## src/rtl/uart_pkg.sv

```systemverilog
// Shared definitions for the system-bus UART transmitter: register offsets,
// transmitter FSM states and the reset bit-period calculation.
package uart_pkg;

    // Byte offsets of the peripheral registers (only addr[7:0] is decoded)
    localparam logic [7:0] REG_DATA   = 8'h00;
    localparam logic [7:0] REG_STATUS = 8'h04;
    localparam logic [7:0] REG_DIV    = 8'h08;
    localparam logic [7:0] REG_PARITY = 8'h0C;
    localparam logic [7:0] REG_STOP   = 8'h10;
    localparam logic [7:0] REG_RST    = 8'h24;

    // Smallest accepted bit period in clocks; smaller DIV writes are dropped
    localparam logic [15:0] DIV_MIN = 16'd16;

    // Baud rate used until software programs its own divisor
    localparam int unsigned DEFAULT_BAUD = 9600;

    typedef enum logic [2:0] {
        ST_IDLE   = 3'd0,
        ST_START  = 3'd1,
        ST_DATA   = 3'd2,
        ST_PARITY = 3'd3,
        ST_STOP   = 3'd4
    } tx_state_t;

    // Clocks per bit at DEFAULT_BAUD, clamped into the legal 16-bit range
    function automatic logic [15:0] default_div(input int unsigned clk_hz);
        int unsigned d;
        d = clk_hz / DEFAULT_BAUD;
        if (d < 32'(DIV_MIN)) begin
            d = 32'(DIV_MIN);
        end
        if (d > 32'd65535) begin
            d = 32'd65535;
        end
        return d[15:0];
    endfunction

endpackage

```

## src/rtl/uart_tx_fifo.sv

```systemverilog
// Synchronous byte FIFO feeding the UART transmitter. A push into a full
// FIFO is accepted only when a pop happens on the same edge; otherwise it is
// dropped and reported on drop_o so the owner can record an overflow.
module uart_tx_fifo #(
    parameter int unsigned DEPTH = 8,
    parameter int unsigned W     = 8
) (
    input  logic                       clk_i,
    input  logic                       rst_i,
    input  logic                       clr_i,
    input  logic                       push_i,
    input  logic [W-1:0]               data_i,
    input  logic                       pop_i,
    output logic [W-1:0]               data_o,
    output logic                       full_o,
    output logic                       empty_o,
    output logic [$clog2(DEPTH):0]     count_o,
    output logic                       drop_o
);

    localparam int unsigned AW = $clog2(DEPTH);
    localparam logic [AW:0] DEPTH_C = (AW + 1)'(DEPTH);
    localparam logic [AW:0] CNT_ONE = (AW + 1)'(1);
    localparam logic [AW-1:0] PTR_ONE = AW'(1);

    logic [W-1:0]  mem_q [DEPTH];
    logic [AW-1:0] wr_ptr_q;
    logic [AW-1:0] rd_ptr_q;
    logic [AW:0]   count_q;
    logic          do_push;
    logic          do_pop;

    assign full_o  = (count_q == DEPTH_C);
    assign empty_o = (count_q == '0);
    assign count_o = count_q;
    assign data_o  = mem_q[rd_ptr_q];

    assign do_pop  = pop_i & ~empty_o;
    assign do_push = push_i & (~full_o | do_pop);
    assign drop_o  = push_i & ~do_push;

    // Storage array: written on every accepted push, never reset
    always_ff @(posedge clk_i) begin
        if (do_push) begin
            mem_q[wr_ptr_q] <= data_i;
        end
    end

    // Pointers wrap naturally at DEPTH; count tracks occupancy 0..DEPTH
    always_ff @(posedge clk_i or negedge rst_i) begin
        if (!rst_i) begin
            wr_ptr_q <= '0;
            rd_ptr_q <= '0;
            count_q  <= '0;
        end else if (clr_i) begin
            wr_ptr_q <= '0;
            rd_ptr_q <= '0;
            count_q  <= '0;
        end else begin
            if (do_push) begin
                wr_ptr_q <= wr_ptr_q + PTR_ONE;
            end
            if (do_pop) begin
                rd_ptr_q <= rd_ptr_q + PTR_ONE;
            end
            case ({do_push, do_pop})
                2'b10:   count_q <= count_q + CNT_ONE;
                2'b01:   count_q <= count_q - CNT_ONE;
                default: count_q <= count_q;
            endcase
        end
    end

endmodule

```

## src/rtl/uart_tx_sb_ctrl.sv

```systemverilog
// System-bus UART transmitter: register decode, configuration registers,
// registered read port, TX byte FIFO and the serialising FSM driving tx_o.
module uart_tx_sb_ctrl
    import uart_pkg::*;
#(
    parameter int unsigned CLK_FREQ_HZ = 10_000_000,
    parameter int unsigned FIFO_DEPTH  = 8
) (
    input  logic        clk_i,
    input  logic        rst_i,
    input  logic        req_i,
    input  logic        write_enable_i,
    input  logic [31:0] addr_i,
    input  logic [31:0] write_data_i,
    output logic [31:0] read_data_o,
    output logic        tx_o,
    output logic        busy_o
);

    localparam logic [15:0] DIV_RST = default_div(CLK_FREQ_HZ);
    localparam int unsigned CNT_W   = $clog2(FIFO_DEPTH) + 1;

    // Bus decode
    logic [7:0] offs;
    logic       wr_sel;
    logic       rd_sel;
    logic       push_req;
    logic       soft_rst;
    logic       unused_bits;

    // Configuration and status
    logic [15:0] div_q;
    logic        par_en_q;
    logic        stop2_q;
    logic        ovf_q;
    logic [31:0] rd_mux;
    logic [31:0] read_data_q;
    logic        busy;

    // FIFO interface
    logic [7:0]       fifo_data;
    logic             fifo_full;
    logic             fifo_empty;
    logic [CNT_W-1:0] fifo_count;
    logic             fifo_drop;
    logic             fifo_pop;

    // Transmitter FSM state
    tx_state_t   state_q, state_d;
    logic [15:0] baud_q, baud_d;
    logic [2:0]  bit_q, bit_d;
    logic [7:0]  shreg_q, shreg_d;
    logic        tx_q, tx_d;
    logic [15:0] cdiv_q, cdiv_d;
    logic        cpar_q, cpar_d;
    logic        cstop2_q, cstop2_d;
    logic        bit_end;
    logic        load;

    assign offs        = addr_i[7:0];
    assign wr_sel      = req_i & write_enable_i;
    assign rd_sel      = req_i & ~write_enable_i;
    assign push_req    = wr_sel & (offs == REG_DATA);
    assign soft_rst    = wr_sel & (offs == REG_RST) & write_data_i[0];
    assign unused_bits = ^{addr_i[31:8], write_data_i[31:16]};

    assign busy        = (fifo_count != '0) | (state_q != ST_IDLE);
    assign busy_o      = busy;
    assign tx_o        = tx_q;
    assign read_data_o = read_data_q;

    uart_tx_fifo #(
        .DEPTH (FIFO_DEPTH),
        .W     (8)
    ) u_fifo (
        .clk_i   (clk_i),
        .rst_i   (rst_i),
        .clr_i   (soft_rst),
        .push_i  (push_req),
        .data_i  (write_data_i[7:0]),
        .pop_i   (fifo_pop),
        .data_o  (fifo_data),
        .full_o  (fifo_full),
        .empty_o (fifo_empty),
        .count_o (fifo_count),
        .drop_o  (fifo_drop)
    );

    // Configuration registers and the sticky overflow flag
    always_ff @(posedge clk_i or negedge rst_i) begin
        if (!rst_i) begin
            div_q    <= DIV_RST;
            par_en_q <= 1'b0;
            stop2_q  <= 1'b0;
            ovf_q    <= 1'b0;
        end else if (soft_rst) begin
            div_q    <= DIV_RST;
            par_en_q <= 1'b0;
            stop2_q  <= 1'b0;
            ovf_q    <= 1'b0;
        end else begin
            if (wr_sel) begin
                case (offs)
                    REG_STATUS: ovf_q <= 1'b0;
                    REG_DIV: begin
                        if (write_data_i[15:0] >= DIV_MIN) begin
                            div_q <= write_data_i[15:0];
                        end
                    end
                    REG_PARITY: par_en_q <= write_data_i[0];
                    REG_STOP:   stop2_q  <= write_data_i[0];
                    default:    ;
                endcase
            end
            if (fifo_drop) begin
                ovf_q <= 1'b1;
            end
        end
    end

    // Read data selection for the addressed register
    always_comb begin
        rd_mux = '0;
        case (offs)
            REG_STATUS: rd_mux = {29'b0, ovf_q, fifo_full, busy};
            REG_DIV:    rd_mux = {16'b0, div_q};
            REG_PARITY: rd_mux = {31'b0, par_en_q};
            REG_STOP:   rd_mux = {31'b0, stop2_q};
            default:    rd_mux = '0;
        endcase
    end

    // Read port: captured on a read strobe, held otherwise; soft reset leaves it alone
    always_ff @(posedge clk_i or negedge rst_i) begin
        if (!rst_i) begin
            read_data_q <= '0;
        end else if (rd_sel) begin
            read_data_q <= rd_mux;
        end
    end

    assign bit_end = (baud_q == '0);

    // Next-state logic: every non-idle state spans cdiv clocks, config frozen per frame
    always_comb begin
        state_d  = state_q;
        baud_d   = baud_q;
        bit_d    = bit_q;
        shreg_d  = shreg_q;
        tx_d     = tx_q;
        cdiv_d   = cdiv_q;
        cpar_d   = cpar_q;
        cstop2_d = cstop2_q;
        fifo_pop = 1'b0;
        load     = 1'b0;

        if (state_q != ST_IDLE) begin
            if (bit_end) begin
                baud_d = cdiv_q - 16'd1;
            end else begin
                baud_d = baud_q - 16'd1;
            end
        end

        case (state_q)
            ST_IDLE: begin
                tx_d = 1'b1;
                if (!fifo_empty) begin
                    load = 1'b1;
                end
            end
            ST_START: begin
                if (bit_end) begin
                    state_d = ST_DATA;
                    bit_d   = 3'd0;
                    tx_d    = shreg_q[0];
                end
            end
            ST_DATA: begin
                if (bit_end) begin
                    if (bit_q != 3'd7) begin
                        bit_d = bit_q + 3'd1;
                        tx_d  = shreg_q[bit_q + 3'd1];
                    end else if (cpar_q) begin
                        state_d = ST_PARITY;
                        tx_d    = ^shreg_q;
                    end else begin
                        state_d = ST_STOP;
                        bit_d   = 3'd0;
                        tx_d    = 1'b1;
                    end
                end
            end
            ST_PARITY: begin
                if (bit_end) begin
                    state_d = ST_STOP;
                    bit_d   = 3'd0;
                    tx_d    = 1'b1;
                end
            end
            ST_STOP: begin
                if (bit_end) begin
                    if (cstop2_q && (bit_q == 3'd0)) begin
                        bit_d = 3'd1;
                    end else if (!fifo_empty) begin
                        load = 1'b1;
                    end else begin
                        state_d = ST_IDLE;
                        tx_d    = 1'b1;
                    end
                end
            end
            default: begin
                state_d = ST_IDLE;
                tx_d    = 1'b1;
            end
        endcase

        if (load) begin
            fifo_pop = 1'b1;
            shreg_d  = fifo_data;
            cdiv_d   = div_q;
            cpar_d   = par_en_q;
            cstop2_d = stop2_q;
            baud_d   = div_q - 16'd1;
            bit_d    = 3'd0;
            state_d  = ST_START;
            tx_d     = 1'b0;
        end
    end

    // FSM registers; either reset aborts a frame and returns the line high
    always_ff @(posedge clk_i or negedge rst_i) begin
        if (!rst_i) begin
            state_q  <= ST_IDLE;
            baud_q   <= '0;
            bit_q    <= '0;
            shreg_q  <= '0;
            tx_q     <= 1'b1;
            cdiv_q   <= DIV_RST;
            cpar_q   <= 1'b0;
            cstop2_q <= 1'b0;
        end else if (soft_rst) begin
            state_q  <= ST_IDLE;
            baud_q   <= '0;
            bit_q    <= '0;
            shreg_q  <= '0;
            tx_q     <= 1'b1;
            cdiv_q   <= DIV_RST;
            cpar_q   <= 1'b0;
            cstop2_q <= 1'b0;
        end else begin
            state_q  <= state_d;
            baud_q   <= baud_d;
            bit_q    <= bit_d;
            shreg_q  <= shreg_d;
            tx_q     <= tx_d;
            cdiv_q   <= cdiv_d;
            cpar_q   <= cpar_d;
            cstop2_q <= cstop2_d;
        end
    end

endmodule
```

## config.mk

```make
export PLATFORM = sky130hd
export DESIGN_NAME = uart_tx_sb_ctrl
export DESIGN_NICKNAME = d
export VERILOG_FILES = /design/src/rtl/uart_pkg.sv /design/src/rtl/uart_tx_fifo.sv /design/src/rtl/uart_tx_sb_ctrl.sv
export SDC_FILE = /design/constraint.sdc
export NUM_CORES = 1
export LEC_CHECK = 0
export CAP_MARGIN = 15
export CORE_MARGIN = 2
export CORE_UTILIZATION = 45
export CTS_CLUSTER_SIZE = 40
export DETAILED_ROUTE_END_ITERATION = 8
export PLACE_DENSITY = 0.7
export SLEW_MARGIN = 20
export SYNTH_ARGS = -nofsm -noshare
export SYNTH_HDL_FRONTEND = slang
export SYNTH_HIERARCHICAL = 1
export SYNTH_SLANG_ARGS = --single-unit
```

## constraint.sdc

```tcl
create_clock -name clk_i -period 4.5 [get_ports clk_i]
set_clock_uncertainty 0.1 [all_clocks]
set_input_delay 0.9 -clock clk_i [delete_from_list [all_inputs] [get_ports clk_i]]
set_output_delay 0.9 -clock clk_i [all_outputs]
set_load 0.03 [all_outputs]
```

# Word level (Yosys, flattened, before mapping)
# Memories as Yosys holds them, arrays and structs flattened.
# Index checks and enable logic that the tools add are counted.
# word_totals
register_bits,110
ramBits,64
input_bits,68
out_inout_bits,34
elab_cells,168
mem_count,1
# mem_list
memory,words,word_bits,rd,rd_clocked_by_memory_dff,write_ports,line_no,rtl
u_fifo.mem_q,8,8,1,0,1,uart_tx_fifo.sv:26,logic [W-1:0] mem_q [DEPTH];
# op_classes
add_sub_neg,8
order_cmp,2
eq_ne,24
n_mux,73
n_bitwise,14
n_reduce_logical,30
# op_table
cell,count
$mux W16,10
$mux W3,22
$pmux W16 S4,1
$sub A16 B1 Y16 const B,3
$ne A4 B4 Y1 const B,8
$mux W1,31
$eq A8 B4 Y1 const B,2
$ge A16 B5 Y1 const B,1
$logic_not A16 Y1,1
$mux W8,2
$reduce_bool A2 Y1,8
$pmux W3 S5,1
$reduce_bool A3 Y1,5
$reduce_and A6 Y1,2
$add A3 B1 Y3 const B,3
$pmux W3 S3,1
$and A1 B1 Y1,8
$eq A8 B3 Y1 const B,1
$eq A8 B5 Y1 const B,1
$eq A8 B6 Y1 const B,1
$logic_not A8 Y1,1
$pmux W4 S2,1
$reduce_and A8 Y1,1
$reduce_xor A8 Y1,1
other kinds (26),35

# Logic depth before layout (Yosys ltp)
# logic_depth
word_depth,13
mapped_depth,21
mapped_depth_nobuf,17

# Hierarchy
# The synthesis kept the hierarchy.
# by_module_without_submodules
module,instances,cells_per_inst,area_per_inst_um2
uart_tx_sb_ctrl,1,589,4914.7
uart_tx_fifo,1,167,3098.0

# Worst setup path before layout
# Ideal clock, no wire load.
# synth_timing
path_type,register -> register
from,"register u_fifo.count_q[0], in the netlist u_fifo/count_o[0]"
to,"register u_fifo.count_q[3], in the netlist u_fifo/count_o[3]"
setup_time_ns,0.136
arrival_ns,4.056
required_ns,4.264
slack_ns,0.208
path_stages_with_launch,20
path_buffers,5
synth_period_minus_slack_ns,4.292
cell_sequence,dfrtp_1 > or3_1 > clkbuf_1 > nor2_1 > nor4b_2 > nand4_1 > nor2_1 > nor2_4 > inv_2 > buf_2 > clkbuf_1 > buf_2 > clkbuf_1 > o21ai_1 > nor2_1 > ha_1 > a211oi_1 > or4_1 > a31oi_1 > a21oi_1
# synth_between
elab_chain_len,12
word_cells_on_any_way,19
classes_between,add/sub: 2; eq/ne: 3; mux: 7; bitwise: 5; reduce/logical: 2
# synth_rtl
item,line_no,rtl
from (decl),uart_tx_fifo.sv:29,logic [AW:0] count_q;
from (signal assigned),uart_tx_fifo.sv:67,2'b10: count_q <= count_q + CNT_ONE;
from (signal assigned),uart_tx_fifo.sv:68,2'b01: count_q <= count_q - CNT_ONE;
from (signal assigned),uart_tx_fifo.sv:69,default: count_q <= count_q;
$logic_not A4 Y1 (*),uart_tx_fifo.sv:34,assign empty_o = (count_q == '0);
net fifo_empty,uart_tx_sb_ctrl.sv:43,logic fifo_empty;
$mux W1 (*),"uart_tx_sb_ctrl.sv:168, uart_tx_sb_ctrl.sv:205",
$mux W1,uart_tx_sb_ctrl.sv:203,if (cstop2_q && (bit_q == 3'd0)) begin
$mux W1,uart_tx_sb_ctrl.sv:202,if (bit_end) begin
$pmux W1 S2 (*),uart_tx_sb_ctrl.sv:165,case (state_q)
$mux W1 (*),uart_tx_sb_ctrl.sv:219,if (load) begin
net fifo_pop,uart_tx_sb_ctrl.sv:46,logic fifo_pop;
$and A1 B1 Y1 (*),uart_tx_fifo.sv:38,assign do_pop = pop_i & ~empty_o;
$or A1 B1 Y1,uart_tx_fifo.sv:39,assign do_push = push_i & (~full_o | do_pop);
$and A1 B1 Y1,uart_tx_fifo.sv:39,
$eq A2 B1 Y1 / $eq A2 B2 Y1 (equally long branches),uart_tx_fifo.sv:66,"case ({do_push, do_pop})"
$pmux W4 S2,uart_tx_fifo.sv:66,
$mux W4,uart_tx_fifo.sv:55,end else if (clr_i) begin
# The timed path passes the listed nets; every way through them passes the cells marked *.
# A chain may end at the register's enable or synchronous reset.

# Worst setup path in the final report
# layout_timing
from,"register u_fifo.count_q[0], in the netlist u_fifo/count_o[0]"
to,register baud_q[14]
# layout_between
elab_chain_len,7
word_cells_on_any_way,8
classes_between,mux: 6; reduce/logical: 2
# layout_rtl
item,line_no,rtl
$logic_not A4 Y1 (*),uart_tx_fifo.sv:34,
net fifo_empty,uart_tx_sb_ctrl.sv:43,
$mux W1 (*),"uart_tx_sb_ctrl.sv:168, uart_tx_sb_ctrl.sv:205",
$mux W1,uart_tx_sb_ctrl.sv:203,
$mux W1,uart_tx_sb_ctrl.sv:202,
$pmux W1 S2 (*),uart_tx_sb_ctrl.sv:165,
$mux W16,uart_tx_sb_ctrl.sv:219,
$mux W16,uart_tx_sb_ctrl.sv:243,end else if (soft_rst) begin
to (signal assigned),uart_tx_sb_ctrl.sv:254,baud_q <= baud_d;
to (decl),uart_tx_sb_ctrl.sv:50,"logic [15:0] baud_q, baud_d;"
# Marks and branches as above.

==> metrics.yaml <==
die:
  die_height_um: 137
  die-area_sq_um: 18900
  die_width_um: 137
  std_cell_rows: 48
  initial_core_util_pct: 46.2
  pin_count: 102
  coreArea_sq_um: 17400
synthesis:
  synth_mux_area_share_pct: 6.95
  syn_inst: 756
  ys_ff_latch: 158
  synth_compound_area_share_pct: 12.6
  synth_edf_count: 64
  synth_area_sq_um: 8010
  post_synth_xor_area_fraction_pct: 2.73
  synth_cell_type_count: 82
  synth_top_cell_by_area: "dfrtp_1"
  synth_top_area_share_pct: 27.2
  synth_simple_gate_area_share_pct: 18.6
  synthTopCellsByArea: "dfrtp_1 27%, edfxtp_1 24%, nand2_1 6.4%, mux4_2 5.1%, a21oi_1 3.1%"
  synthAdderAreaFrac_pct: 1.50
  avgSynthCellArea_sq_um: 10.6
  synth_top_flop_cell: "dfrtp_1"
  yosys_warnings: 6
  seq_area_frac_synth_pct: 53.5
  synth_top_family_by_area: "simple AND/OR/NAND/NOR gates"
  async_flop_share_pct: 59.5
critical_path:
  cp_slowest_cell: "or3_1"
  required_ns: 4.74
  cp-start-kind: "flop"
  path_class: "reg2reg"
  critical_path.cell_chain: "or3_1 -> nor2_1 -> nor4b_2 -> nand4_1 -> nor2_1 -> nor2_4 -> inv_2 -> nand2_1 -> o21a_1 -> ha_1 -> o311ai_0 -> mux2_2 -> nor2_1 -> nand3_1 -> nor2_1 -> xnor2_1 -> a211oi_1"
  crit_path_max_incr_delay_ns: 0.50
  reg2reg_depth: 17
  worst-path-max-fanout: 13
  cp_common_cell: "nor2_1"
  arrival_ns: 4.21
  endpoint_kind: "flop"
clock_tree:
  clk_pin_slew_worst_paths_ns: 0.07
  clockBufferDepth: 2
  numClockSinks: 158
  htreeDepth: 4
  cts_resized: 0
  cts_hold_buf: 0
  clk_latency_ns: 0.43
  post_cts_buffers: 0
  tritoncts: "built"
  numCtsBuffers: 17
  root_buffer: "clkbuf_16"
cells_and_area:
  layout-drive-gt1-share_pct: 14.2
  fillers: 1510
  diodes: 0
  nets: 881
  fin_area_sq_um: 9280
  layout_commonest_cell: "nand2_1"
  area.growth.synth_to_final_pct: 15.8
  final_cell_mix: "137 x nand2_1, 86 x dfrtp_1, 64 x edfxtp_1, 60 x nor2_1, 50 x a21oi_1"
pwr:
  p_comb_share_pct: 19.4
  ir_drop_v: 0.000313
  power.internal_mw: 2.68
  p_sw_mw: 1.23
  leakage_nw: 3.67
  p_sw_share_pct: 31.4
  p_per_area_nw_per_um2: 422
  clockPowerShare_pct: 36.1
  pwr-share-seq_pct: 44.5
global_route:
  antenna_found_initial: 0
  grt_max_degree: 62
  grt_use_total_pct: 21.4
  grt_first_pass_wirelength_mm: 30.5
  overflow: 0
  grt_pass1_vias: 5632
outcome:
  outcome: "complete, no violations"
route:
  ant_nets: 0
  first_pass_iters: 5
  drtIter0Drc: 598
  drt_wl_total_mm: 18.9
  vias: 5979
  remaining_drc_errors: 0
  post_drt_wl_per_cell_um: 18.2
  viasPerCell: 5.74
placement:
  place_hpwl_mm: 12.7
  port_buffers: 45
  gp_congestion: 0.942
  placed_area_sq_um: 8710
timing:
  max_slew_margin_pct: 44.0
  fin_crit_sh_pct: 88.3
  setup_viol: 0
  fmax_mhz: 252
  hold_viol: 0
  rsz0062_at_grt: "false"
  worst_pin_slew_ns: 0.839
  tns_ns: 0
  holdWs_ns: 0.379
  maxSlewViolCount: 0
  fin_crit_ns: 3.97
worst_hold_path:
  whs_path_depth: 2
  hold_class: "reg2reg"
job:
  maxCapViolations: 0
sequential cells by signal, indices dropped and copies added, names as in the netlist, 4 cells and up:
signal / flops
u_fifo/mem_q: 64
baud_q: 16
cdiv_q: 16
div_q: 16
read_data_o: 16
shreg_q: 8
u_fifo/count_o: 4
per-stage QoR:
stage / util (%) / setup WS (ns) / total power, mW / cells
floorplan: - / 0.208 / 2.30 / 771
finish: 53.5 / 0.527 / 3.91 / 1042
global route: 53.5 / 0.162 / 4.10 / 1042
CTS: 53.5 / 0.542 / 3.93 / 1042
detailed placement: 50.2 / 0.538 / 2.52 / 1010
global placement: 50.2 / 0.637 / 2.50 / 1010
worst paths after layout:
kind                                    from  slack (ns)         endpoint
setup / recovery           u_fifo/count_o[0]        0.53       baud_q[14]
hold / removal               read_data_o[10]        0.38  read_data_o[10]
setup reg to reg           u_fifo/count_o[0]        0.53       baud_q[14]
hold reg to reg              read_data_o[10]        0.38  read_data_o[10]
max in group asynchronous              rst_i        2.92        cdiv_q[2]
min in group asynchronous              rst_i        0.45  read_data_o[14]
per-layer routing:
| metal | part of all wire [%] | track usage (%) | vias to the layer above |
|---|---|---|---|
| li1 | - | - | 2817 |
| met4 | 2.4 | 7.45 | 0 |
| met2 | 45 | 31.7 | 210 |
| met5 | 0 | 0 | - |
| met1 | 46 | 30.8 | 2918 |
| met3 | 6.4 | 5.19 | 34 |
kinds of logic after synthesis:
kind of cell	Yosys count
multiplexers	32
AO/OA/AOI/OAI	157
flip-flops	158
other	1
adder cells (fa/ha/maj)	9
buffers and inverters	67
XOR/XNOR	25
AND/OR/NAND/NOR	307
final cells by class:
type                            instances  area, sq um  share of cell area, %
Sequential cell                       158         4280                   46.2
Multi-Input combinational cell        546         3470                   37.4
Timing Repair Buffer                   70          636                   6.85
Clock buffer                           17          425                   4.58
Tap cell                              225          282                   3.03
Clock inverter                         15          145                   1.56
Inverter                               11         41.3                  0.445
power by group through the flow:
stage / registers (mW) / logic [mW] / clock network [mW]
floorplan: 1.70 / 0.594 / 0
global placement: 1.77 / 0.740 / 0
detailed placement: 1.77 / 0.749 / 0
CTS: 1.74 / 0.756 / 1.43
global route: 1.76 / 0.849 / 1.49
finish: 1.74 / 0.759 / 1.41
critical path: cells and delay by family, from the launching register on:
| family | cells | cell delay (ns) |
|---|---|---|
| xor+xnor | 1 | 0.08 |
| compound gates | 3 | 0.50 |
| mux | 1 | 0.33 |
| fa+ha+maj | 1 | 0.20 |
| simple gates | 10 | 2.09 |
| buf+inv | 1 | 0.13 |
| flops | 1 | 0.46 |
synthesized netlist by cell type, types with 10 or more instances:
master / count
o21ai_0: 39
xor2_1: 10
xnor2_1: 15
mux4_2: 18
edfxtp_1: 64
clkbuf_1: 25
nand3_1: 21
buf_4: 17
nor2_1: 60
nor3_1: 22
dfrtp_1: 87
inv_1: 10
nor4_1: 12
a21oi_1: 50
nand2_1: 137
(Power assumes the default switching activity.)
